==> src/rtl/pwl_pkg.sv <==
// Shared fixed-point constants for the piecewise-linear evaluator and its
// segment selector: default operand width, fraction bits and the signed
// saturation bounds of the result format.
package pwl_pkg;

    localparam int unsigned PWL_W    = 32;
    localparam int unsigned PWL_FRAC = 27;

    // Largest / smallest signed value representable in w bits (w <= 63).
    function automatic longint pwl_max(input int unsigned w);
        return (longint'(1) <<< (w - 1)) - longint'(1);
    endfunction

    function automatic longint pwl_min(input int unsigned w);
        return -(longint'(1) <<< (w - 1));
    endfunction

    localparam longint PWL_Y_MAX = pwl_max(PWL_W);
    localparam longint PWL_Y_MIN = pwl_min(PWL_W);

endpackage

==> src/rtl/pwl_sat_round.sv <==
// Combinational back end of the evaluator: rounds the full product to the
// result format (round half up), adds the intercept and clips to the signed
// W-bit range.
//   p     : full 2W-bit signed product m*x
//   c     : signed intercept
//   y_c   : rounded, clipped result
//   sat_c : high when clipping occurred
module pwl_sat_round
    import pwl_pkg::*;
#(
    parameter int unsigned W    = PWL_W,
    parameter int unsigned FRAC = PWL_FRAC
) (
    input  logic signed [2*W-1:0] p,
    input  logic signed [W-1:0]   c,
    output logic signed [W-1:0]   y_c,
    output logic                  sat_c
);

    // Two guard bits above the product keep the rounding add and the
    // intercept add free of overflow before the clip decision.
    localparam int unsigned RW = 2*W + 2;

    localparam logic signed [RW-1:0] YMAX = RW'(pwl_max(W));
    localparam logic signed [RW-1:0] YMIN = RW'(pwl_min(W));
    localparam logic signed [RW-1:0] HALF = RW'(1) <<< (FRAC - 1);

    logic signed [RW-1:0] p_ext;
    logic signed [RW-1:0] c_ext;
    logic signed [RW-1:0] q;
    logic signed [RW-1:0] r;

    // Round, shift, add, clip.
    always_comb begin
        p_ext = RW'(p);
        c_ext = RW'(c);
        q     = (p_ext + HALF) >>> FRAC;
        r     = q + c_ext;
        y_c   = r[W-1:0];
        sat_c = 1'b0;
        if (r > YMAX) begin
            y_c   = YMAX[W-1:0];
            sat_c = 1'b1;
        end else if (r < YMIN) begin
            y_c   = YMIN[W-1:0];
            sat_c = 1'b1;
        end
    end

endmodule

==> src/rtl/pwl_eval.sv <==
// Three-stage fixed-point evaluator y = m*x + c for one selected segment.
// S1 registers the operand triple, S2 the full product, S3 the rounded and
// clipped result. A single global advance stalls the whole pipe.
//   clk, rst              : clock, synchronous active-high reset
//   in_valid / in_ready   : operand handshake (data = x, m, c)
//   out_valid / out_ready : result handshake (y, sat)
//   sat_count             : saturated results delivered, sticks at 0xFFFF
module pwl_eval
    import pwl_pkg::*;
#(
    parameter int unsigned W    = PWL_W,
    parameter int unsigned FRAC = PWL_FRAC
) (
    input  logic                clk,
    input  logic                rst,
    input  logic                in_valid,
    output logic                in_ready,
    input  logic signed [W-1:0] data,
    input  logic signed [W-1:0] m,
    input  logic signed [W-1:0] c,
    output logic                out_valid,
    input  logic                out_ready,
    output logic signed [W-1:0] y,
    output logic                sat,
    output logic [15:0]         sat_count
);

    localparam int unsigned PW = 2*W;

    logic                 advance;
    logic                 v1;
    logic                 v2;
    logic                 v3;
    logic signed [W-1:0]  x1;
    logic signed [W-1:0]  m1;
    logic signed [W-1:0]  c1;
    logic signed [PW-1:0] p2;
    logic signed [W-1:0]  c2;
    logic signed [PW-1:0] prod;
    logic signed [W-1:0]  y_nxt;
    logic                 sat_nxt;

    // The pipe moves only when the output slot is empty or being drained.
    assign advance   = !v3 || out_ready;
    assign in_ready  = advance;
    assign out_valid = v3;

    assign prod = PW'(x1) * PW'(m1);

    pwl_sat_round #(
        .W    (W),
        .FRAC (FRAC)
    ) u_sat_round (
        .p     (p2),
        .c     (c2),
        .y_c   (y_nxt),
        .sat_c (sat_nxt)
    );

    // Pipeline stages and valid bits; data of invalid stages is don't-care.
    always_ff @(posedge clk) begin
        if (rst) begin
            v1  <= 1'b0;
            v2  <= 1'b0;
            v3  <= 1'b0;
            y   <= '0;
            sat <= 1'b0;
        end else if (advance) begin
            v1  <= in_valid;
            x1  <= data;
            m1  <= m;
            c1  <= c;
            v2  <= v1;
            p2  <= prod;
            c2  <= c1;
            v3  <= v2;
            y   <= y_nxt;
            sat <= sat_nxt;
        end
    end

    // Count saturated results as they are handed off.
    always_ff @(posedge clk) begin
        if (rst) begin
            sat_count <= '0;
        end else if (v3 && out_ready && sat && (sat_count != 16'hFFFF)) begin
            sat_count <= sat_count + 16'd1;
        end
    end

endmodule

==> config.mk <==
export PLATFORM = sky130hd
export DESIGN_NAME = pwl_eval
export DESIGN_NICKNAME = d
export VERILOG_FILES = /design/src/rtl/pwl_pkg.sv /design/src/rtl/pwl_sat_round.sv /design/src/rtl/pwl_eval.sv
export SDC_FILE = /design/constraint.sdc
export NUM_CORES = 2
export LEC_CHECK = 0
export CAP_MARGIN = 10
export CORE_MARGIN = 1.5
export CORE_UTILIZATION = 46
export CTS_BUF_LIST = sky130_fd_sc_hd__clkbuf_4 sky130_fd_sc_hd__clkbuf_8 sky130_fd_sc_hd__clkbuf_16
export CTS_CLUSTER_DIAMETER = 80
export CTS_CLUSTER_SIZE = 14
export DETAILED_ROUTE_END_ITERATION = 7
export PLACE_DENSITY = 0.71
export SYNTH_ARGS = -nofsm -noshare
export SYNTH_HDL_FRONTEND = slang
export SYNTH_SLANG_ARGS = --single-unit
==> constraint.sdc <==
create_clock -name clk -period 10.68 [get_ports clk]
set_input_delay 1.602 -clock clk [delete_from_list [all_inputs] [get_ports clk]]
set_output_delay 1.602 -clock clk [all_outputs]
set_load 0.02 [all_outputs]
==> results.md <==
STA:
- Between clock sinks in the finished design, the worst skew comes to 0.0183 ns.
- Based on the critical path, the design can be clocked at up to 110 MHz.
- The final critical delay including setup and external delays is 9.11 ns.
- Measured against its own limit, the worst slew margin works out to 16.5%.
- The final-report max-slew violation count is 0.
- The sum of negative setup slack is 0 ns.
- The number of hold-slack violations in the final timing report was 0.
- The final count of negative-setup-slack endpoints is 0.
- The post-route fraction of the period consumed by the critical path is 85.3%.
- The actual slew at the worst max-slew pin is 1.25 ns.
- Setup repair after global routing left no endpoint under its margin.

Routing:
- The detail route stage leaves a number of antenna-violating nets equal to 0.
- Wires add up to 118000 um.
- Using the TritonRoute via totals, the vias-per-cell ratio works out to 5.28.
- The routed layout has 31400 vias.
- The initial DRC count is 2415.
- The routed wirelength normalized by instance count is 20.0 um.
- In the routed design, unresolved DRC markers number 0.
- For this run, the detailed router's first-pass iteration total came to 5.

Clock network:
- Counting every sink on the clock net gives 218.
- The level count of the clock H-tree is 1.
- The clock root buffer master is clkbuf_16.
- The total of hold buffers inserted after clock tree synthesis is 0.
- The clock tree buffer depth is 3.
- Once the clock tree was built, the setup fixing pass inserted 0 buffers.
- The count of instances resized after the clock tree is built is 0.
- The clock transition at the registers of the reported paths is 0.07 ns.
- The CTS tree is built.
- The clock latency on the worst-skew pair is 0.57 ns.
- The number of buffers created by CTS is 23.

Placement:
- The number of input and output port buffers inserted is 150.
- The final weighted congestion in routability-driven placement is 0.917.
- Detailed placement ended at an HPWL of 95500 um.

Setup path:
- The worst setup path is of the reg -> reg kind.
- The worst setup path is captured at a flip-flop.
- The maximum net fanout on the critical path is 32.
- The data arrival time at the worst-slack endpoint is 9.43 ns.
- The worst setup path is launched from a flip-flop.
- The required time at the worst-slack endpoint is 11.00 ns.

Job:
- The max capacitance violation total is 0.

Layout:
- Relative to the synthesized area, the layout overhead comes to 7.77%.
- The number of nets in the layout is 6036.
- In the layout the commonest cells are 1082 x fa_1, 1012 x inv_1, 606 x nand2_1.
- The count of fill cells added during filler insertion is 8894.
- The sequential cell area in the final layout is 6030 um^2.
- The leading cell type in the layout, fill and taps excluded is fa_1.
- The area of combinational cells with multiple inputs is 34700 um^2.
- The proportion of layout cells with a drive suffix above 1 is 4.17%.

Global routing:
- Entering global routing, the biggest net connects 116 pins.
- Across every metal layer, demand over resource in global routing totals 24.4%.
- The number of antenna violations at the first check in global routing is 3.
- The number of global-route vias before repair is 34200.
- Global routing finished with a remaining overflow of 0.
- The global-route wire length before repair is 192000 um.

Status:
- The run finished with clean final reports.

Yosys:
- For this run, the number of Yosys warnings is 0.
- The count of different cell masters after synthesis is 84.
- The synthesized area divided by synthesized cell count is 9.91 um^2.
- Counting flops with a built-in enable in the synthesized netlist gives 166.
- The async set or reset register ratio after synthesis is 0%.
- The number of nets in the synthesized netlist is 5999.
- After synthesis, flip-flops and latches occupy 13.2% of the total area.
- The predominant post-synthesis flop cell is edfxtp_1.
- Counting flops and latches in the post-synthesis netlist gives 218.
- Summing every instance area after synthesis gives 45600 um^2.
- Synthesis produced 4597 cells.

Min path:
- The path category of the worst min-delay check is reg -> reg.

Floorplan:
- The floorplan die width is 318 um.
- Row generation in the floorplan step produced 115 rows.
- The initial standard-cell utilization of the core is 46.4%.
- The number of top-level pins is 151.
- The die area is 101000 um^2.
- The die is 318 um tall.
- The area of the core is 98300 um^2.
-- cell usage after synthesis, drive strengths merged, types with 44 or more instances --
cell / n / share of area (%)
a21oi: 102 / 1.1
and2: 498 / 6.8
clkbuf: 211 / 1.9
dfxtp: 52 / 2.3
edfxtp: 166 / 11
fa: 1082 / 48
ha: 220 / 6.0
inv: 1012 / 8.3
nand2: 608 / 5.0
nor2: 145 / 1.2
o21ai: 44 / 0.48
xnor2: 83 / 1.6
xor2: 48 / 0.92
-- final cells by class --
type	instances	area share (%)
Timing Repair Buffer	234	4.46
Tap cell	1287	3.28
Multi-Input combinational cell	3144	70.7
Antenna cell	1	0.00510
Clock buffer	31	1.29
Inverter	1013	7.74
Sequential cell	218	12.3
Clock inverter	9	0.217
-- cells by family (layout without fill, tap and decap cells) --
logic type,after synthesis,in the layout,synth area share [%]
AND/OR/NAND/NOR,1404,1404,15.2
AO/OA/AOI/OAI,306,306,4.84
buffers and inverters,1235,1287,10.6
other,0,1,0
adder cells (fa/ha/maj),1302,1302,53.6
flip-flops,218,218,13.2
XOR/XNOR,131,131,2.53
multiplexers,1,1,0.0220
-- state kept, by name, indices dropped and copies added (netlist names) --
signal,cells
out_valid,1
m1,32
v1,1
c1,32
sat_count,16
y,32
p2,38
c2,32
x1,32
sat,1
v2,1
-- worst paths after layout --
path	from	slack, ns	cells after the start	endpoint
setup / recovery	m1[4]$_DFFE_PP_	1.57	23	p2[53]$_DFFE_PP_
hold reg to reg	c1[1]$_DFFE_PP_	0.41	0	c2[1]$_DFFE_PP_
hold / removal	c1[1]$_DFFE_PP_	0.41	0	c2[1]$_DFFE_PP_
setup reg to reg	m1[4]$_DFFE_PP_	1.57	23	p2[53]$_DFFE_PP_
-- per-layer routing --
layer  GRT usage (%)  vias up  share of wire [%]
li1                -    13700                  -
met1            32.8    16200                 41
met2            39.9     1269                 47
met3            4.86      199                8.8
met4            7.44        0                3.4
met5               0        -                  0
-- stage by stage --
stage               utilization [%]  instances  hold slack (ns)  cell area (um^2)  setup slack, ns
finish                         50.0       5937            0.411             49100             1.57
detailed placement             49.2       5895            0.405             48300             1.65
CTS                            49.9       5935            0.411             49100             1.66
global placement               49.1       5894            0.401             48300             1.80
global route                   50.0       5936            0.423             49100             1.16
floorplan                         -       4597            0.400             45600             1.12
-- worst max-delay path, cell delays in order, from the launching register on --
cell      delay, ns
edfxtp_1       1.10
and2_1         0.26
fa_1           0.46
fa_1           0.49
fa_1           0.98
fa_1           0.57
fa_1           0.54
fa_1           0.46
fa_1           0.54
inv_1          0.05
fa_1           0.58
inv_1          0.06
ha_1           0.35
nand2_1        0.08
o21ai_0        0.22
nor2_1         0.08
a32oi_1        0.24
nand3_1        0.20
o22ai_1        0.58
a21boi_1       0.19
o21ai_0        0.37
a31o_2         0.23
a21oi_1        0.08
xnor2_1        0.13
Power is not shown: default switching activity piles up to over one toggle a cycle in this logic, so the estimate is an artifact.
